### config.mk
export PLATFORM = sky130hd
export DESIGN_NAME = pll_lock_monitor
export DESIGN_NICKNAME = d
export VERILOG_FILES = /design/src/rtl/pll_lock_monitor.sv
export SDC_FILE = /design/constraint.sdc
export NUM_CORES = 1
export LEC_CHECK = 0
export CORE_ASPECT_RATIO = 0.5
export CORE_MARGIN = 1
export CORE_UTILIZATION = 40
export CTS_CLUSTER_SIZE = 10
export DETAILED_ROUTE_END_ITERATION = 8
export PLACE_DENSITY = 0.73
export SYNTH_ARGS = -nofsm -noshare
export SYNTH_HDL_FRONTEND = slang
export SYNTH_SLANG_ARGS = --single-unit
### constraint.sdc
create_clock -name clockp -period 3.3 [get_ports clockp]
set_clock_uncertainty 0.15 [all_clocks]
set_input_delay 0.66 -clock clockp [delete_from_list [all_inputs] [get_ports clockp]]
set_output_delay 0.66 -clock clockp [all_outputs]
set_load 0.02 [all_outputs]
### src/rtl/pll_lock_monitor.sv
// ============================================================================
// Module   : pll_lock_monitor
// Brief    : Measures clockp cycles per osc period and validates PLL lock.
// Revision : 1.0
// ============================================================================
`default_nettype none

module pll_lock_monitor #(
  parameter int CNT_W    = 8,
  parameter int TOL      = 1,
  parameter int LOCK_CNT = 16
) (
  input  logic             clockp,
  input  logic             reset,
  input  logic             enable,
  input  logic             osc,
  input  logic [4:0]       div,
  output logic [CNT_W-1:0] period_cnt,
  output logic             meas_valid,
  output logic [CNT_W-1:0] min_cnt,
  output logic [CNT_W-1:0] max_cnt,
  output logic             ovf,
  output logic             locked
);

  localparam int               RUN_W      = $clog2(LOCK_CNT + 1);
  localparam logic [CNT_W-1:0] C_CNT_MAX  = '1;
  localparam logic [CNT_W:0]   C_TOL      = (CNT_W + 1)'(TOL);
  localparam logic [RUN_W-1:0] C_RUN_LAST = RUN_W'(LOCK_CNT - 1);
  localparam logic [RUN_W-1:0] C_RUN_FULL = RUN_W'(LOCK_CNT);

  typedef enum logic [1:0] {
    S_IDLE   = 2'd0,
    S_ARM    = 2'd1,
    S_TRACK  = 2'd2,
    S_LOCKED = 2'd3
  } state_t;

  state_t             r_state;
  state_t             w_state_nxt;
  logic               r_sync1;
  logic               r_sync2;
  logic               r_edge;
  logic [4:0]         r_div;
  logic [CNT_W-1:0]   r_cnt;
  logic               r_sat;
  logic [RUN_W-1:0]   r_run;
  logic [RUN_W-1:0]   w_run_nxt;
  logic               w_locked_nxt;
  logic               w_osc_rise;
  logic               w_div_chg;
  logic               w_active;
  logic               w_meas;
  logic               w_arm_hit;
  logic signed [CNT_W:0] w_diff;
  logic [CNT_W:0]     w_absd;
  logic               w_good;

  assign w_osc_rise = r_sync2 & ~r_edge;
  assign w_active   = enable & ((r_state == S_TRACK) | (r_state == S_LOCKED));
  assign w_div_chg  = w_active & (div != r_div);
  assign w_meas     = w_active & w_osc_rise;
  assign w_arm_hit  = enable & (r_state == S_ARM) & w_osc_rise;

  // Signed distance of the count from the expected ratio; div is zero-extended.
  assign w_diff = $signed({1'b0, r_cnt}) - $signed({{(CNT_W - 4){1'b0}}, r_div});
  assign w_absd = w_diff[CNT_W] ? $unsigned(-w_diff) : $unsigned(w_diff);
  assign w_good = ~r_sat & (w_absd <= C_TOL);

  always_comb begin
    w_state_nxt  = r_state;
    w_run_nxt    = r_run;
    w_locked_nxt = locked;
    if (!enable) begin
      w_state_nxt  = S_IDLE;
      w_locked_nxt = 1'b0;
    end else begin
      case (r_state)
        S_IDLE: begin
          w_state_nxt  = S_ARM;
          w_locked_nxt = 1'b0;
        end
        S_ARM: begin
          w_locked_nxt = 1'b0;
          if (w_osc_rise) begin
            w_state_nxt = S_TRACK;
            w_run_nxt   = '0;
          end
        end
        S_TRACK: begin
          w_locked_nxt = 1'b0;
          if (w_div_chg) begin
            w_run_nxt = '0;
          end else if (w_meas) begin
            if (!w_good) begin
              w_run_nxt = '0;
            end else begin
              w_run_nxt = r_run + 1'b1;
              if (r_run == C_RUN_LAST) begin
                w_state_nxt = S_LOCKED;
              end
            end
          end
        end
        S_LOCKED: begin
          w_locked_nxt = 1'b1;
          if (w_div_chg || (w_meas && !w_good)) begin
            w_state_nxt  = S_TRACK;
            w_run_nxt    = '0;
            w_locked_nxt = 1'b0;
          end else if (w_meas && (r_run != C_RUN_FULL)) begin
            w_run_nxt = r_run + 1'b1;
          end
        end
        default: begin
          w_state_nxt  = S_IDLE;
          w_locked_nxt = 1'b0;
        end
      endcase
    end
  end

  always_ff @(posedge clockp) begin
    if (reset) begin
      r_state <= S_IDLE;
      r_run   <= '0;
      locked  <= 1'b0;
    end else begin
      r_state <= w_state_nxt;
      r_run   <= w_run_nxt;
      locked  <= w_locked_nxt;
    end
  end

  always_ff @(posedge clockp) begin
    if (reset) begin
      r_sync1    <= 1'b0;
      r_sync2    <= 1'b0;
      r_edge     <= 1'b0;
      r_div      <= '0;
      r_cnt      <= '0;
      r_sat      <= 1'b0;
      period_cnt <= '0;
      meas_valid <= 1'b0;
      min_cnt    <= '1;
      max_cnt    <= '0;
      ovf        <= 1'b0;
    end else begin
      r_sync1    <= osc;
      r_sync2    <= r_sync1;
      r_edge     <= r_sync2;
      r_div      <= div;
      meas_valid <= w_meas;

      if (r_state == S_IDLE) begin
        r_cnt <= '0;
        r_sat <= 1'b0;
      end else if (w_osc_rise) begin
        r_cnt <= CNT_W'(1);
        r_sat <= 1'b0;
      end else if (r_cnt == C_CNT_MAX) begin
        r_sat <= 1'b1;
      end else begin
        r_cnt <= r_cnt + 1'b1;
      end

      if (w_arm_hit) begin
        min_cnt <= '1;
        max_cnt <= '0;
      end

      // Saturated counts still feed min/max so a stalled osc is visible.
      if (w_meas) begin
        period_cnt <= r_cnt;
        ovf        <= r_sat;
        if (r_cnt < min_cnt) begin
          min_cnt <= r_cnt;
        end
        if (r_cnt > max_cnt) begin
          max_cnt <= r_cnt;
        end
      end
    end
  end

endmodule

`default_nettype wire

==> qor.log <==
qor: run_status.run_status finished clean
qor: clock_network.cts.reportedPaths.clkPinSlew 0.07 ns
qor: clock_network.tritoncts.num_buffers 5
qor: final_layout.syn2layout_area_growth 22.9%
qor: timing.timing.max_slew.rel_slack 0.507
qor: synthesis.synth_edf_count 0
qor: floorplan.die_height 62.4 microns
qor: clock_network.ctsRootBufferMaster sky130_fd_sc_hd__clkbuf_16
qor: routing.drtAntennaViolNets 0
qor: pwr.static-leakage-power 1.49 nW
qor: clock_network.clock-sinks 51
qor: routing.post_drt_via_cell_ratio 5.24
qor: critical_path.worst_ep_arrival_time 3.17 ns
qor: clock_network.clk_latency 0.29 ns
qor: synthesis.yosys-top-cells-count sky130_fd_sc_hd__dfxtp_1 (51), sky130_fd_sc_hd__nor2_1 (38), sky130_fd_sc_hd__inv_1 (35)
qor: timing.finalCriticalPeriod 3.15 ns
qor: floorplan.core 6860 sq um
qor: floorplan.boundaryPins 36
qor: critical_path.worst_setup_path_category reg -> reg
qor: routing.drt_iter0_markers 178
qor: place.numPortBuffers 35
qor: final_layout.share_of_post_route_cells_with_drive_strength_above_1 0.0846
qor: global_route.antenna_found_initial 0
qor: place.routabilityCongestion 0.865
qor: synthesis.synth_most_common_cell sky130_fd_sc_hd__dfxtp_1
qor: timing.timing_max_transition_violations_final 0
qor: timing.timing.final.hold_violations 0
qor: global_route.global_route_wire_length_before_repair 11300 microns
qor: worst_hold_path.hp-class reg -> reg
qor: synthesis.synth.top_cells.by_area sky130_fd_sc_hd__dfxtp_1 (35%), sky130_fd_sc_hd__ha_1 (11%), sky130_fd_sc_hd__nor2_1 (4.9%)
qor: timing.finalCritPeriodShare 0.953
qor: synthesis.post_synth.cell_area_avg 8.12 sq um
qor: routing.drt-pass1-iter-count 4
qor: timing.fmaxAchievable 318 MHz
qor: critical_path.critical_path.endpoint_type flop
qor: global_route.via_count_of_the_first_global_routing_pass 2493
qor: synthesis.postSynthNetCount 394
qor: final_layout.instances_no_fill 494
qor: place.dp.final_hpwl 4890 microns
qor: floorplan.core.rowCount 21
qor: timing.timing_worst_slew_pin_value 0.733 ns
qor: synthesis.number_of_warning_messages_in_the_yosys_log 0
qor: place.placed_cell_area 3420 sq um
qor: final_layout.nets 436
qor: synthesis.yosysUniqueCellTypes 48
qor: synthesis.synthesis.instances 359
qor: final_layout.finalInstanceArea 3580 sq um
qor: synthesis.synth_async_sr_flop_share 0
qor: pwr.design_power_total 1.26 mW
qor: place.numPlacedInstances 486
qor: floorplan.fp.dieW 123 microns
qor: global_route.gr-usage-all-layers 0.182
qor: clock_network.tritoncts done
qor: final_layout.insertedDiodeCount 0
qor: critical_path.path_max_fanout 9
qor: global_route.grt_max_degree 23
qor: synthesis.synth_seq_cells 51
qor: routing.drt-wirelength-per-cell 13.4 microns
qor: routing.finalWirelength 6640 microns
qor: synthesis.yosysTopAreaCellShare 0.350
qor: synthesis.mappedNetlistArea 2920 sq um
qor: floorplan.start_util 0.425
qor: timing.fin_tns_setup 0 ns
qor: synthesis.synth_flop_cell sky130_fd_sc_hd__dfxtp_1
qor: critical_path.setup_crit_start_kind flop
qor: routing.detailroute.via_count 2589
qor: timing.final-setup-viol-count 0
qor: clock_network.cts_htree_levels 2
qor: clock_network.clock_tree.buffer_depth 2
qor: pwr.power_density 352 nW/um^2
qor: clock_network.cts_hold_buf 0
qor: synthesis.post-synth-top-area-cell sky130_fd_sc_hd__dfxtp_1
qor: global_route.grt_overflow 0
qor: job.timing.max_cap.violations 0
qor: critical_path.worst-endpoint-required 3.32 ns
qor: pwr.vdd.ir_drop.worst 238 uV
qor: synthesis.register_area_share_after_synthesis 0.350
qor: final_layout.postLayoutCoreUtil 0.523
qor: routing.route.detailed.drc 0
qor: floorplan.die-area 7660 sq um
[cell usage in the layout, fill, tap and decap left out, types with 5 or more instances in the layout]
cell type / n
sky130_fd_sc_hd__nand4_1: 5
sky130_fd_sc_hd__inv_1: 35
sky130_fd_sc_hd__nand2_1: 33
sky130_fd_sc_hd__a21o_1: 5
sky130_fd_sc_hd__dfxtp_1: 51
sky130_fd_sc_hd__o21ai_0: 19
sky130_fd_sc_hd__nand3_1: 10
sky130_fd_sc_hd__nor4_1: 13
sky130_fd_sc_hd__ha_1: 25
sky130_fd_sc_hd__mux2i_1: 8
sky130_fd_sc_hd__buf_4: 15
sky130_fd_sc_hd__clkdlybuf4s50_1: 35
sky130_fd_sc_hd__nor2_1: 38
sky130_fd_sc_hd__xor2_1: 7
sky130_fd_sc_hd__xnor2_1: 5
sky130_fd_sc_hd__clkbuf_16: 5
sky130_fd_sc_hd__a21oi_1: 28
sky130_fd_sc_hd__nor2b_1: 11
[through the flow]
step / worst slack [ns] / hold WS, ns
5_1_grt: -0.133 / 0.319
3_5_place_dp: 0.132 / 0.282
4_1_cts: 0.121 / 0.298
3_3_place_gp: 0.152 / 0.283
2_1_floorplan: 0.250 / 0.264
6_report: 0.154 / 0.292
[final timing paths]
check,to,depth (start not counted),slack [ns],from
setup / recovery,r_state[0],13,0.15,r_cnt[0]
hold / removal,r_sync2,1,0.29,r_sync1
setup reg to reg,r_state[0],13,0.15,r_cnt[0]
hold reg to reg,r_sync2,1,0.29,r_sync1
[what timing repair did]
| item | in CTS | in global routing |
|---|---|---|
| buffers inserted | 0 | 0 |
| hold endpoints to repair | 0 | 0 |
| resized for setup | 0 | 3 |
| setup endpoints to repair | 0 | 7 |
[where the power goes]
group          internal, mW  switching [mW]  total (mW)
logic                0.0588          0.0733       0.132
registers             0.622         0.00468       0.626
clock network         0.277           0.226       0.503
[worst max-delay path, cell delays in order, from the launching register on]
cell and delay [ns]:
sky130_fd_sc_hd__dfxtp_1 0.31, sky130_fd_sc_hd__inv_1 0.09, sky130_fd_sc_hd__ha_1 0.17, sky130_fd_sc_hd__inv_1 0.05
sky130_fd_sc_hd__fa_1 0.44, sky130_fd_sc_hd__xnor2_2 0.22, sky130_fd_sc_hd__and2_1 0.21, sky130_fd_sc_hd__nand2_1 0.07
sky130_fd_sc_hd__o41ai_1 0.43, sky130_fd_sc_hd__mux2i_1 0.30, sky130_fd_sc_hd__nor3_2 0.10, sky130_fd_sc_hd__buf_4 0.17
sky130_fd_sc_hd__a311oi_1 0.26, sky130_fd_sc_hd__a211oi_1 0.06
[area by class of cell]
cell class,count,area (sq um)
Clock buffer,5,125
Sequential cell,51,1020
Fill cell,664,3270
Multi-Input combinational cell,258,1710
Inverter,35,131
Clock inverter,3,15.0
Timing Repair Buffer,50,463
Tap cell,92,115
[metal layers]
| layer | global-route usage | up-vias | share of wire |
|---|---|---|---|
| met1 | 0.254 | 1203 | 0.52 |
| met5 | 0 | - | 0 |
| met4 | 0.0366 | 0 | 0.0084 |
| met3 | 0.0319 | 4 | 0.044 |
| li1 | - | 1329 | - |
| met2 | 0.294 | 53 | 0.43 |
[cell families after synthesis]
family,synth area share
AND/OR/NAND/NOR,0.220
AO/OA/AOI/OAI,0.176
flip-flops,0.350
buffers and inverters,0.0695
adder cells (fa/ha/maj),0.114
XOR/XNOR,0.0390
multiplexers,0.0313
[sequential cells by signal (all words and copies together) (netlist names)]
| register | flops |
|---|---|
| locked | 1 |
| max_cnt | 8 |
| meas_valid | 1 |
| min_cnt | 8 |
| ovf | 1 |
| period_cnt | 8 |
| r_cnt | 8 |
| r_div | 5 |
| r_edge | 1 |
| r_run | 5 |
| r_sat | 1 |
| r_state | 2 |
| r_sync1 | 1 |
| r_sync2 | 1 |
No activity file was read; power rests on OpenSTA's default activity.
